### src/rtl/ram4k_arbiter_if.sv
// Request/acknowledge bundle for the two requesters sharing one ram4k.
// master = requester side, slave = arbiter side.
interface ram4k_arbiter_if #(
    parameter int WIDTH  = 16,
    parameter int AWIDTH = 12
);
    logic              req0;
    logic              we0;
    logic [AWIDTH-1:0] addr0;
    logic [WIDTH-1:0]  wdata0;
    logic              ack0;
    logic [WIDTH-1:0]  rdata0;

    logic              req1;
    logic              we1;
    logic [AWIDTH-1:0] addr1;
    logic [WIDTH-1:0]  wdata1;
    logic              ack1;
    logic [WIDTH-1:0]  rdata1;

    modport master (
        output req0, we0, addr0, wdata0,
        output req1, we1, addr1, wdata1,
        input  ack0, rdata0,
        input  ack1, rdata1
    );

    modport slave (
        input  req0, we0, addr0, wdata0,
        input  req1, we1, addr1, wdata1,
        output ack0, rdata0,
        output ack1, rdata1
    );
endinterface

### src/rtl/ram4k_arbiter.sv
// Round-robin arbiter giving two requesters single-access transactions on one ram4k.
// Each transaction is IDLE (grant) -> ACCESS (RAM cycle) -> DONE (ack pulse).
module ram4k_arbiter #(
    parameter int WIDTH  = 16,
    parameter int AWIDTH = 12
) (
    input  logic              clk,
    input  logic              reset,
    ram4k_arbiter_if.slave    bus,
    output logic [WIDTH-1:0]  ram_in,
    output logic [AWIDTH-1:0] ram_address,
    output logic              ram_load,
    input  logic [WIDTH-1:0]  ram_out
);
    typedef enum logic [1:0] {
        IDLE   = 2'd0,
        ACCESS = 2'd1,
        DONE   = 2'd2
    } state_t;

    state_t            r_state;
    state_t            w_state_next;
    logic              r_last_grant;
    logic              r_winner;
    logic              r_we;
    logic [AWIDTH-1:0] r_addr;
    logic [WIDTH-1:0]  r_wdata;
    logic              r_ack0;
    logic              r_ack1;
    logic [WIDTH-1:0]  r_rdata0;
    logic [WIDTH-1:0]  r_rdata1;

    logic              w_any_req;
    logic              w_pick;

    assign w_any_req = bus.req0 | bus.req1;
    // On a tie the port that did not win last time is chosen; otherwise the lone requester.
    assign w_pick    = (bus.req0 & bus.req1) ? ~r_last_grant : bus.req1;

    always_comb begin
        w_state_next = r_state;
        case (r_state)
            IDLE:    if (w_any_req) w_state_next = ACCESS;
            ACCESS:  w_state_next = DONE;
            DONE:    w_state_next = IDLE;
            default: w_state_next = IDLE;
        endcase
    end

    always_ff @(posedge clk) begin
        if (reset) begin
            r_state <= IDLE;
        end else begin
            r_state <= w_state_next;
        end
    end

    always_ff @(posedge clk) begin
        if (reset) begin
            r_last_grant <= 1'b1;
            r_winner     <= 1'b0;
            r_we         <= 1'b0;
            r_addr       <= '0;
            r_wdata      <= '0;
            r_ack0       <= 1'b0;
            r_ack1       <= 1'b0;
            r_rdata0     <= '0;
            r_rdata1     <= '0;
        end else begin
            r_ack0 <= 1'b0;
            r_ack1 <= 1'b0;
            if (r_state == IDLE && w_any_req) begin
                r_winner <= w_pick;
                r_we     <= w_pick ? bus.we1    : bus.we0;
                r_addr   <= w_pick ? bus.addr1  : bus.addr0;
                r_wdata  <= w_pick ? bus.wdata1 : bus.wdata0;
            end
            // ram_out is sampled on the same edge as a write, so writes return the old word.
            if (r_state == ACCESS) begin
                r_last_grant <= r_winner;
                if (r_winner) begin
                    r_rdata1 <= ram_out;
                    r_ack1   <= 1'b1;
                end else begin
                    r_rdata0 <= ram_out;
                    r_ack0   <= 1'b1;
                end
            end
        end
    end

    assign ram_address = r_addr;
    assign ram_in      = r_wdata;
    assign ram_load    = (r_state == ACCESS) & r_we & ~reset;

    assign bus.ack0   = r_ack0;
    assign bus.ack1   = r_ack1;
    assign bus.rdata0 = r_rdata0;
    assign bus.rdata1 = r_rdata1;
endmodule

### src/flat_wrapper.sv
// flat-port wrapper written by rule: the top's interface ports become plain ports
module ram4k_arbiter_flat 
#(
    parameter int WIDTH  = 16,
    parameter int AWIDTH = 12
)
  (clk, reset, ram_in, ram_address, ram_load, ram_out, bus_req0, bus_we0, bus_addr0, bus_wdata0, bus_req1, bus_we1, bus_addr1, bus_wdata1, bus_ack0, bus_rdata0, bus_ack1, bus_rdata1);
  ram4k_arbiter_if #(.WIDTH(WIDTH), .AWIDTH(AWIDTH)) bus_i ();
  input  logic clk;
  input  logic reset;
  output logic [WIDTH-1:0] ram_in;
  output logic [AWIDTH-1:0] ram_address;
  output logic ram_load;
  input  logic [WIDTH-1:0] ram_out;
  input wire logic [$bits(bus_i.req0)-1:0] bus_req0;
  input wire logic [$bits(bus_i.we0)-1:0] bus_we0;
  input wire logic [$bits(bus_i.addr0)-1:0] bus_addr0;
  input wire logic [$bits(bus_i.wdata0)-1:0] bus_wdata0;
  input wire logic [$bits(bus_i.req1)-1:0] bus_req1;
  input wire logic [$bits(bus_i.we1)-1:0] bus_we1;
  input wire logic [$bits(bus_i.addr1)-1:0] bus_addr1;
  input wire logic [$bits(bus_i.wdata1)-1:0] bus_wdata1;
  output wire logic [$bits(bus_i.ack0)-1:0] bus_ack0;
  output wire logic [$bits(bus_i.rdata0)-1:0] bus_rdata0;
  output wire logic [$bits(bus_i.ack1)-1:0] bus_ack1;
  output wire logic [$bits(bus_i.rdata1)-1:0] bus_rdata1;
  assign bus_i.req0 = bus_req0;
  assign bus_i.we0 = bus_we0;
  assign bus_i.addr0 = bus_addr0;
  assign bus_i.wdata0 = bus_wdata0;
  assign bus_i.req1 = bus_req1;
  assign bus_i.we1 = bus_we1;
  assign bus_i.addr1 = bus_addr1;
  assign bus_i.wdata1 = bus_wdata1;
  assign bus_ack0 = bus_i.ack0;
  assign bus_rdata0 = bus_i.rdata0;
  assign bus_ack1 = bus_i.ack1;
  assign bus_rdata1 = bus_i.rdata1;
  ram4k_arbiter #(.WIDTH(WIDTH), .AWIDTH(AWIDTH)) u_core (.clk(clk), .reset(reset), .bus(bus_i), .ram_in(ram_in), .ram_address(ram_address), .ram_load(ram_load), .ram_out(ram_out));
endmodule
### config.mk
export PLATFORM = sky130hd
export DESIGN_NAME = ram4k_arbiter_flat
export DESIGN_NICKNAME = d
export VERILOG_FILES = /design/src/rtl/ram4k_arbiter_if.sv /design/src/rtl/ram4k_arbiter.sv /design/src/flat_wrapper.sv
export SDC_FILE = /design/constraint.sdc
export NUM_CORES = 1
export LEC_CHECK = 0
export CORE_ASPECT_RATIO = 0.5
export CORE_UTILIZATION = 30
export CTS_BUF_LIST = sky130_fd_sc_hd__clkbuf_8
export DETAILED_ROUTE_END_ITERATION = 8
export REMOVE_ABC_BUFFERS = 1
export SLEW_MARGIN = 5
export SYNTH_ARGS = -nofsm -noshare
export SYNTH_HDL_FRONTEND = slang
export SYNTH_SLANG_ARGS = --single-unit
### constraint.sdc
create_clock -name clk -period 1.7 [get_ports clk]
set_clock_uncertainty 0.15 [all_clocks]
set_input_delay 0.34 -clock clk [delete_from_list [all_inputs] [get_ports clk]]
set_output_delay 0.34 -clock clk [all_outputs]
set_load 0.02 [all_outputs]
==> impl_summary.md <==
Cells and area
Leaving out fill and tap cells, the most frequent cells in the layout are clkdlybuf4s50_1 (76), dfxtp_1 (65), dlygate4sd2_1 (62). Cells with a size suffix above 1 make up 16.3% of the layout. The number of nets in the finished design is 491. Leaving out fill and tap cells, the most frequent cell in the layout is clkdlybuf4s50_1. The signed area change from the synthesized netlist to the final layout is 61.7%. The final antenna diode count is 0. The number of inserted filler cells in the final layout is approximately 820.

Critical path
The worst path buffer plus inverter count is 1. Of all nets on the critical path, the largest fanout is 3. The type of origin of the critical path is a flip-flop. Traced cell by cell, the critical path runs through nor3b_4, and2_1, buf_4. The worst setup path is captured at an output pin. The type of the worst setup path is flip-flop to output pin. On the critical path the largest part of the delay comes from simple AND/OR/NAND/NOR gates. The slowest cell on the critical path is dfxtp_2. STA puts the critical path data required time at 1210 ps.

For this run, the slowest stage of the critical path takes 330 ps. Data arrives at the worst endpoint at 1160 ps.

GRT
The number of antenna violations at the first check in global routing was 0. The via count of the first global-routing pass is 2,550. After global routing the overflow that remains totals 0. The first global-routing pass estimated between 10 and 15 mm of wire. The combined global-route utilization of all metal layers is 17.9%. Entering global routing, the biggest net connects 50 pins.

Routing
Across all layers, the routed design uses 2,575 vias. The post-detailed-route wirelength per cell is 16.1 um. For this block, the routed nets add up to 8.62 mm of wire. The final antenna-violating net count is 0. The first detailed-routing pass ran for 6 iterations. For this block, the initial DRC count from the detailed router was 128.

For this run, design rule violations remaining after detail routing come to 15. Using the TritonRoute via totals, the vias-per-cell ratio works out to ~4.8.

Hold path
The path class of the tightest hold or removal check is primary input to flip-flop.

Power and ir drop
Across the VDD grid, the largest voltage drop is 0.399 mV. For this design the ratio of total power to cell area is 973 mW/mm^2. The overall power consumption is 0.00437 W. The static power due to leakage is slightly below 2 nW.

Timing
The number of hold violations in the final report is 0. The worst hold slack is ~42 ps. The shortest clock period the worst path allows after layout is 1650 ps. The relative slew slack is between 50% and 60%.

At the pin with the least slew margin, the transition time is 734 ps. The number of max-slew violations in the final report is 0. The ratio of final minimum period to clock period is a little under 100%. Setup violations remaining at the end of the flow were counted as 0.

Setup repair after global routing could not meet its margin everywhere. Timing would allow up to around 610 MHz.

Clocking
The total clock buffers created by CTS is 9. The maximum clock path buffer count is 2. The number of H-tree branching levels is 3. The clock net in this run drives a total of 67 sinks. After clock tree synthesis, the clock-pin slew on the worst setup and hold paths is 70 ps.

The clock tree from TritonCTS is built. The clock network latency to the later pin of the worst-skew pair is between 300 and 400 ps. The root buffer cell chosen for the clock tree is clkbuf_8.

The number of buffers added to fix hold violations after cts is 0.

Floorplanning
The initial utilization of the core area, before any placement, comes to 31.4%. Measured along the x axis, the die boundary spans 138 um. The floorplan step defined a core boundary enclosing 0.00886 mm^2. The vertical die dimension is 70.1 um.

The die covers 0.00968 mm^2. The initialized floorplan defines 24 standard-cell rows. The number of placed I/O pins is 141.

Synth
The synthesis-stage register bit count is 67. The gate count after technology mapping is between 200 and 300. The synthesis warning total is 0.

The share of the synthesized area in the top cell type is 48.2%. The cell type with the highest aggregate area in the netlist is dfxtp_1. Sorting the synthesized cells by area gives the leading types as dfxtp_1 (48%), a311oi_2 (16%), nand2_1 (8.0%), mux2i_1 (5.8%), a21oi_1 (5.4%). Summing every instance area after synthesis gives 0.00278 mm^2. Summing the sequential cell areas from Yosys gives between 40% and 50% of the chip area.

The number of distinct library cells after synthesis is 24. After synthesis, the mean cell area works out to 10.1 um^2.

Placement
The weighted congestion at the end of routability-driven global placement is 0.741. Buffers placed on the I/O ports in this run total 140. Summed over all nets, the half-perimeter wirelength after detailed placement is 5.66 mm.

Outcome
The checks that failed: design-rule violations. The flow ran to the end, but the final reports show violations.

Run
The number of violations of the max-capacitance limit is 0.
-- registers in the layout (all words and copies together), names as in the netlist --
name / cells
u_core.r_state: 2
u_core.bus.ack1: 1
u_core.ram_in: 16
u_core.r_last_grant: 1
u_core.bus.rdata0: 16
u_core.bus.ack0: 1
u_core.r_we: 1
u_core.bus.rdata1: 16
u_core.ram_address: 12
u_core.r_winner: 1
-- kinds of logic after synthesis --
group	after synthesis	synth area share [%]
simple gates	85	12.6
compound gates	80	27.6
flops	67	48.2
buf+inv	28	5.80
mux	16	5.76
-- routing by layer --
layer	track usage [%]	share of wire, %
met1	21.8	44
met2	29.7	48
met3	5.56	5.8
met4	7.37	2.2
met5	0	0
-- cell type report --
class	instances	area, um^2	share of cell area, %
inverter	1	3.75	0.0834
clock buffer	9	124	2.75
multi-input combinational	182	1310	29.0
tap	117	146	3.25
timing repair buffer	152	1460	32.5
sequential	67	1340	29.9
clock inverter	6	115	2.56
-- stage by stage --
step	std cells	setup slack, ps	utilization, %	TNS (ps)	instance area [um^2]
after floorplan	249	-1020	-	-36880	2620
after global placement	518	-204	48.7	-8340	4320
after detailed placement	518	-259	48.7	-9990	4320
after CTS	533	-123	50.6	-123	4480
after global routing	534	-3.18	50.8	-3.18	4500
final	534	48.9	50.8	0	4500
-- power by group --
part / switching, W / leakage, nW / internal [W]
combinational: 0.000532 / 1.27 / 0.000483
sequential: 0.0000674 / 0.551 / 0.00169
clock: 0.000629 / 0.115 / 0.000970
-- cell usage after synthesis --
master / instances
dfxtp_1: 67
nand2_1: 59
a21oi_1: 30
a311oi_2: 29
nor2_1: 17
a22o_1: 16
mux2i_1: 16
buf_2: 12
clkbuf_1: 6
buf_4: 5
buf_6: 3
nor2b_1: 3
and2_1: 2
a21bo_1: 1
a21bo_2: 1
a21boi_1: 1
a21oi_2: 1
and2_4: 1
buf_1: 1
inv_1: 1
nor3b_1: 1
nor3b_2: 1
o21ai_1: 1
or2_1: 1
-- final timing paths --
path / start / to / slack (ps) / cells after the start
setup / recovery: u_core.r_state[0] / ram_load / 50 / 3
hold / removal: reset / u_core.r_state[1] / 40 / 2
setup reg to reg: u_core.r_state[1] / u_core.ram_in[1] / 140 / 4
hold reg to reg: u_core.r_state[1] / u_core.r_state[1] / 290 / 1
-- timing repair --
item | 4_1_cts | 5_1_grt
gates resized for setup | 65 | 7
buffers inserted | 0 | 0
pin swaps | 0 | 2
gates cloned | 0 | 1
setup endpoints to repair | 63 | 17
Power figures use the tool's default switching activity.
